==> src/rtl/s_to_p_pack_if.sv <==
// s_to_p_pack_if: slice input and packed-word output bundle for the serial-to-parallel packer
interface s_to_p_pack_if #(
  parameter int N_SLICES   = 4,
  parameter int SLICE_SIZE = 32,
  parameter int CNT_W      = 16
);
  logic                           ce;
  logic                           sync;
  logic [SLICE_SIZE-1:0]          din;
  logic                           din_vld;
  logic                           eof;
  logic [N_SLICES*SLICE_SIZE-1:0] dout;
  logic                           dout_vld;
  logic [N_SLICES-1:0]            dout_mask;
  logic                           dout_last;
  logic [CNT_W-1:0]               dropped;
  modport master (
    output ce, sync, din, din_vld, eof,
    input  dout, dout_vld, dout_mask, dout_last, dropped
  );
  modport slave (
    input  ce, sync, din, din_vld, eof,
    output dout, dout_vld, dout_mask, dout_last, dropped
  );
endinterface

==> src/rtl/s_to_p_pack.sv <==
// s_to_p_pack: packs valid slices LSB-first into wide words with eof flush and sync realign
module s_to_p_pack #(
  parameter int N_SLICES   = 4,
  parameter int SLICE_SIZE = 32,
  parameter int CNT_W      = 16
) (
  input logic         clk,
  input logic         rst,
  s_to_p_pack_if.slave bus
);
  localparam int W  = N_SLICES * SLICE_SIZE;
  localparam int CW = $clog2(N_SLICES);
  logic [CW-1:0]       cnt_q, cnt_d, base_cnt;
  logic [W-1:0]        buf_q, buf_d, asm_buf, dout_q;
  logic [N_SLICES-1:0] mask_q, mask_d, asm_mask, dout_mask_q;
  logic [CNT_W-1:0]    dropped_q, dropped_d;
  logic                dout_vld_q, dout_last_q, emit;
  // sync clears the partial word before this edge's slice and eof are applied
  always_comb begin
    base_cnt = bus.sync ? '0 : cnt_q;
    asm_buf  = bus.sync ? '0 : buf_q;
    asm_mask = bus.sync ? '0 : mask_q;
    if (bus.din_vld) begin
      asm_buf[base_cnt*SLICE_SIZE +: SLICE_SIZE] = bus.din;
      asm_mask[base_cnt] = 1'b1;
    end
    emit      = (bus.din_vld && base_cnt == CW'(N_SLICES-1)) ||
                (bus.eof && (bus.din_vld || base_cnt != '0));
    cnt_d     = emit ? '0 : base_cnt + CW'(bus.din_vld);
    buf_d     = emit ? '0 : asm_buf;
    mask_d    = emit ? '0 : asm_mask;
    dropped_d = dropped_q + CNT_W'(bus.sync && cnt_q != '0 && !(&dropped_q));
  end
  always_ff @(posedge clk) begin
    if (rst) begin
      cnt_q       <= '0;
      buf_q       <= '0;
      mask_q      <= '0;
      dout_q      <= '0;
      dout_mask_q <= '0;
      dout_last_q <= 1'b0;
      dout_vld_q  <= 1'b0;
      dropped_q   <= '0;
    end else begin
      dout_vld_q <= bus.ce && emit;
      if (bus.ce) begin
        cnt_q     <= cnt_d;
        buf_q     <= buf_d;
        mask_q    <= mask_d;
        dropped_q <= dropped_d;
        if (emit) begin
          dout_q      <= asm_buf;
          dout_mask_q <= asm_mask;
          dout_last_q <= bus.eof;
        end
      end
    end
  end
  assign bus.dout      = dout_q;
  assign bus.dout_vld  = dout_vld_q;
  assign bus.dout_mask = dout_mask_q;
  assign bus.dout_last = dout_last_q;
  assign bus.dropped   = dropped_q;
endmodule

==> src/flat_wrapper.sv <==
// flat-port wrapper written by rule: the top's interface ports become plain ports
module s_to_p_pack_flat 
#(
  parameter int N_SLICES   = 4,
  parameter int SLICE_SIZE = 32,
  parameter int CNT_W      = 16
)
  (clk, rst, bus_ce, bus_sync, bus_din, bus_din_vld, bus_eof, bus_dout, bus_dout_vld, bus_dout_mask, bus_dout_last, bus_dropped);
  s_to_p_pack_if #(.N_SLICES(N_SLICES), .SLICE_SIZE(SLICE_SIZE), .CNT_W(CNT_W)) bus_i ();
  input logic clk;
  input logic rst;
  input wire logic [$bits(bus_i.ce)-1:0] bus_ce;
  input wire logic [$bits(bus_i.sync)-1:0] bus_sync;
  input wire logic [$bits(bus_i.din)-1:0] bus_din;
  input wire logic [$bits(bus_i.din_vld)-1:0] bus_din_vld;
  input wire logic [$bits(bus_i.eof)-1:0] bus_eof;
  output wire logic [$bits(bus_i.dout)-1:0] bus_dout;
  output wire logic [$bits(bus_i.dout_vld)-1:0] bus_dout_vld;
  output wire logic [$bits(bus_i.dout_mask)-1:0] bus_dout_mask;
  output wire logic [$bits(bus_i.dout_last)-1:0] bus_dout_last;
  output wire logic [$bits(bus_i.dropped)-1:0] bus_dropped;
  assign bus_i.ce = bus_ce;
  assign bus_i.sync = bus_sync;
  assign bus_i.din = bus_din;
  assign bus_i.din_vld = bus_din_vld;
  assign bus_i.eof = bus_eof;
  assign bus_dout = bus_i.dout;
  assign bus_dout_vld = bus_i.dout_vld;
  assign bus_dout_mask = bus_i.dout_mask;
  assign bus_dout_last = bus_i.dout_last;
  assign bus_dropped = bus_i.dropped;
  s_to_p_pack #(.N_SLICES(N_SLICES), .SLICE_SIZE(SLICE_SIZE), .CNT_W(CNT_W)) u_core (.clk(clk), .rst(rst), .bus(bus_i));
endmodule
==> config.mk <==
export PLATFORM = sky130hd
export DESIGN_NAME = s_to_p_pack_flat
export DESIGN_NICKNAME = d
export VERILOG_FILES = /design/src/rtl/s_to_p_pack_if.sv /design/src/rtl/s_to_p_pack.sv /design/src/flat_wrapper.sv
export SDC_FILE = /design/constraint.sdc
export NUM_CORES = 1
export LEC_CHECK = 0
export CORE_ASPECT_RATIO = 0.7
export CORE_MARGIN = 2
export CORE_UTILIZATION = 45
export DETAILED_ROUTE_END_ITERATION = 16
export GPL_TIMING_DRIVEN = 0
export PLACE_DENSITY_LB_ADDON = 0.12
export SETUP_SLACK_MARGIN = 0.4
export SLEW_MARGIN = 30
export SYNTH_ARGS = -nofsm -noshare
export SYNTH_HDL_FRONTEND = slang
export SYNTH_SLANG_ARGS = --single-unit
==> constraint.sdc <==
create_clock -name clk -period 3.5 [get_ports clk]
set_clock_uncertainty 0.05 [all_clocks]
set_input_delay 1.05 -clock clk [delete_from_list [all_inputs] [get_ports clk]]
set_output_delay 1.05 -clock clk [all_outputs]
set_load 0.005 [all_outputs]
==> flow_summary.toml <==
[setup_path]
crit_required_ns = 3.89
setup.worst_path.start_class = "input port"
worstSetupPathType = "in -> reg"
reg2reg_depth = 8
r2r_slack_ns = 0.73
reg2reg_to = "u_core.bus.dout[21]$_SDFFE_PP0P_"
rr_startpoint = "u_core.cnt_q[1]$_SDFFE_PP0P_"
crit_fanout = 10
endpoint_kind = "flip-flop"
arrival_ns = 3.43

[clock_network]
cts_max_path_buffers = 3
htreeDepth = 1
cts_hold_buffers = 0
path_clk_slew_ns = 0.07
cts_setup_buffers = 0
cts_tree = "built"
cts_buffers = 27
cts_root_buffer = "clkbuf_16"
cts_sinks = 284
ctsResizeCount = 1
clk_latency_ns = 0.54

[drt]
vias_per_cell = 5.76
wl_um = 32100
drc_errors = 0
wl_per_cell_um = 19.9
drt_first_pass_iters = 5
vias = 9313
postRouteAntennaNets = 0
drt_iter0_markers = 910

[global_route]
grtUsageTotal_pct = 25.2
grt_pass1_vias = 8643
overflow = 0
antenna_found_initial = 0
grt_pass1_wl_um = 49700
grt_max_degree = 16

[floorplanning]
initial_core_util_pct = 46.1
fp.dieW_um = 187
die_height_um = 132
ios = 188
design.core.area_mm2 = 0.0228
rows = 46
dieArea_mm2 = 0.0247

[timing]
fmax_mhz = 330
slew_violations = 0
tns_ns = 0
hold_viol_final = 0
finalSetupViolations = 0
worstMarginPinSlew_ns = 0.816
relSlewSlack_pct = 45.4
fin_crit_ns = 3.03
rsz0062_at_grt = "no"
holdWs_ns = 0.405
period_share_pct = 86.7

[cells_and_area]
multiInputGateArea_mm2 = 0.00431
final-seq-area_mm2 = 0.00569
drive_above_1_share_pct = 9.36
layout-area-overhead-vs-synth_pct = 31.1
nNetsFinal = 1333
layout_common_cells = "dfxtp_1, clkdlybuf4s50_1, nor2_1"
antenna_cells = 0
final_common_cell = "dfxtp_1"
final_core_util_pct = 60.5
num-fill-cells = 1976

[place]
hpwl_um = 22600
routabilityCongestion = 0.830
port_buffers = 184

[min_path]
hp-start = "u_core.buf_q[27]$_SDFFE_PP0P_"
hold_depth = 2
hp-class = "reg -> reg"
hold-path-endpoint = "u_core.buf_q[27]$_SDFFE_PP0P_"

[synthesis]
syn-num-nets = 1120
ys_seq_elements = 284
synth.yosys.warnings = 0
yosysUniqueCellTypes = 45
yosys_most_used_dff = "dfxtp_1"
yosysSeqAreaShare_pct = 53.9
synthCells = 1071
synthArstFlopShare_pct = 0
synth_edf_count = 0
netlist_area_mm2 = 0.0105
avgSynthCellArea_um2 = 9.84

[outcome]
status = "complete, no violations"

[power_and_ir_drop]
fin_total_pwr_mw = 7.43
p_leak_nw = 5.06
peakVddDrop_uv = 376
power_density_mw_per_mm2 = 537

[flow_run]
drv_cap = 0
## sequential cells by signal, summed over array words and instances, names as in the netlist
signal                cells
u_core.buf_q            128
u_core.mask_q             4
u_core.bus.dout_vld       1
u_core.bus.dout_last      1
u_core.cnt_q              2
u_core.bus.dropped       16
u_core.bus.dout         128
u_core.bus.dout_mask      4
## cell usage after synthesis (all sizes together) (9+ instances only)
| library cell | instances | area [µm²] |
|---|---|---|
| dfxtp | 284 | 5690 |
| nor2 | 153 | 577 |
| nor3 | 102 | 510 |
| a221oi | 97 | 850 |
| a22o | 64 | 561 |
| buf | 51 | 354 |
| clkbuf | 50 | 188 |
| nand2 | 43 | 161 |
| nor2b | 36 | 225 |
| a211oi | 35 | 313 |
| a22oi | 35 | 263 |
| o21ai | 35 | 175 |
| a21oi | 13 | 65.1 |
| ha | 11 | 138 |
| nand3 | 9 | 50.1 |
## worst max-delay path, cell delays in order
cell and delay, ns:
clkdlybuf4s50_1 0.59, buf_2 0.27, nand4_1 0.12, nor2_1 0.56
buf_2 0.36, a22oi_1 0.15, a211oi_1 0.32
## logic make-up after synthesis
| group | count (synthesis) | synth area share (%) |
|---|---|---|
| and+or+nand+nor | 369 | 16.4 |
| AOI/OAI and AO/OA | 285 | 21.6 |
| DFF | 284 | 53.9 |
| buffers and inverters | 106 | 5.32 |
| xor gates and xnor gates | 11 | 0.914 |
| adders and majority gates | 11 | 1.31 |
| muxes | 5 | 0.498 |
## metal layers
metal | track usage, % | up-vias | part of all wire (%)
met4 | 4.81 | 0 | 1.5
met3 | 4.15 | 39 | 8.5
li1 | - | 4373 | -
met5 | 0 | - | 0
met2 | 36.7 | 374 | 42
met1 | 39.0 | 4527 | 48
## power breakdown
| part | switching [mW] | total, mW | internal (mW) |
|---|---|---|---|
| clock network | 1.27 | 3.35 | 2.08 |
| logic | 0.390 | 0.686 | 0.296 |
| registers | 0.0617 | 3.39 | 3.33 |
## cell type report
cell class / count / share of cell area (%)
Timing Repair Buffer: 184 / 13.3
Clock buffer: 35 / 5.61
Multi-Input combinational cell: 681 / 31.2
Inverter: 5 / 0.136
Clock inverter: 14 / 1.84
Sequential cell: 284 / 41.1
Buffer: 101 / 3.93
Tap cell: 312 / 2.82
## per-stage QoR
step | setup slack (ns) | cell area [µm²] | instances
2_1_floorplan | 0.490 | 10500 | 1071
3_3_place_gp | -0.164 | 12800 | 1567
3_5_place_dp | -0.224 | 12800 | 1567
4_1_cts | 0.388 | 13800 | 1616
5_1_grt | 0.418 | 13800 | 1616
6_report | 0.466 | 13800 | 1616
## how the worst max path moves through the flow
stage | end | depth (start not counted) | start
floorplan | u_core.buf_q[66]$_SDFFE_PP0P_ | 11 | bus_sync
global placement | u_core.bus.dout[15]$_SDFFE_PP0P_ | 8 | bus_sync
detailed placement | u_core.bus.dout[21]$_SDFFE_PP0P_ | 8 | bus_sync
CTS | u_core.buf_q[108]$_SDFFE_PP0P_ | 9 | bus_sync
global route | u_core.bus.dout[84]$_SDFFE_PP0P_ | 10 | bus_sync
finish | u_core.bus.dout[21]$_SDFFE_PP0P_ | 7 | bus_din_vld
Note: power is estimated with default switching activity, not from simulation.
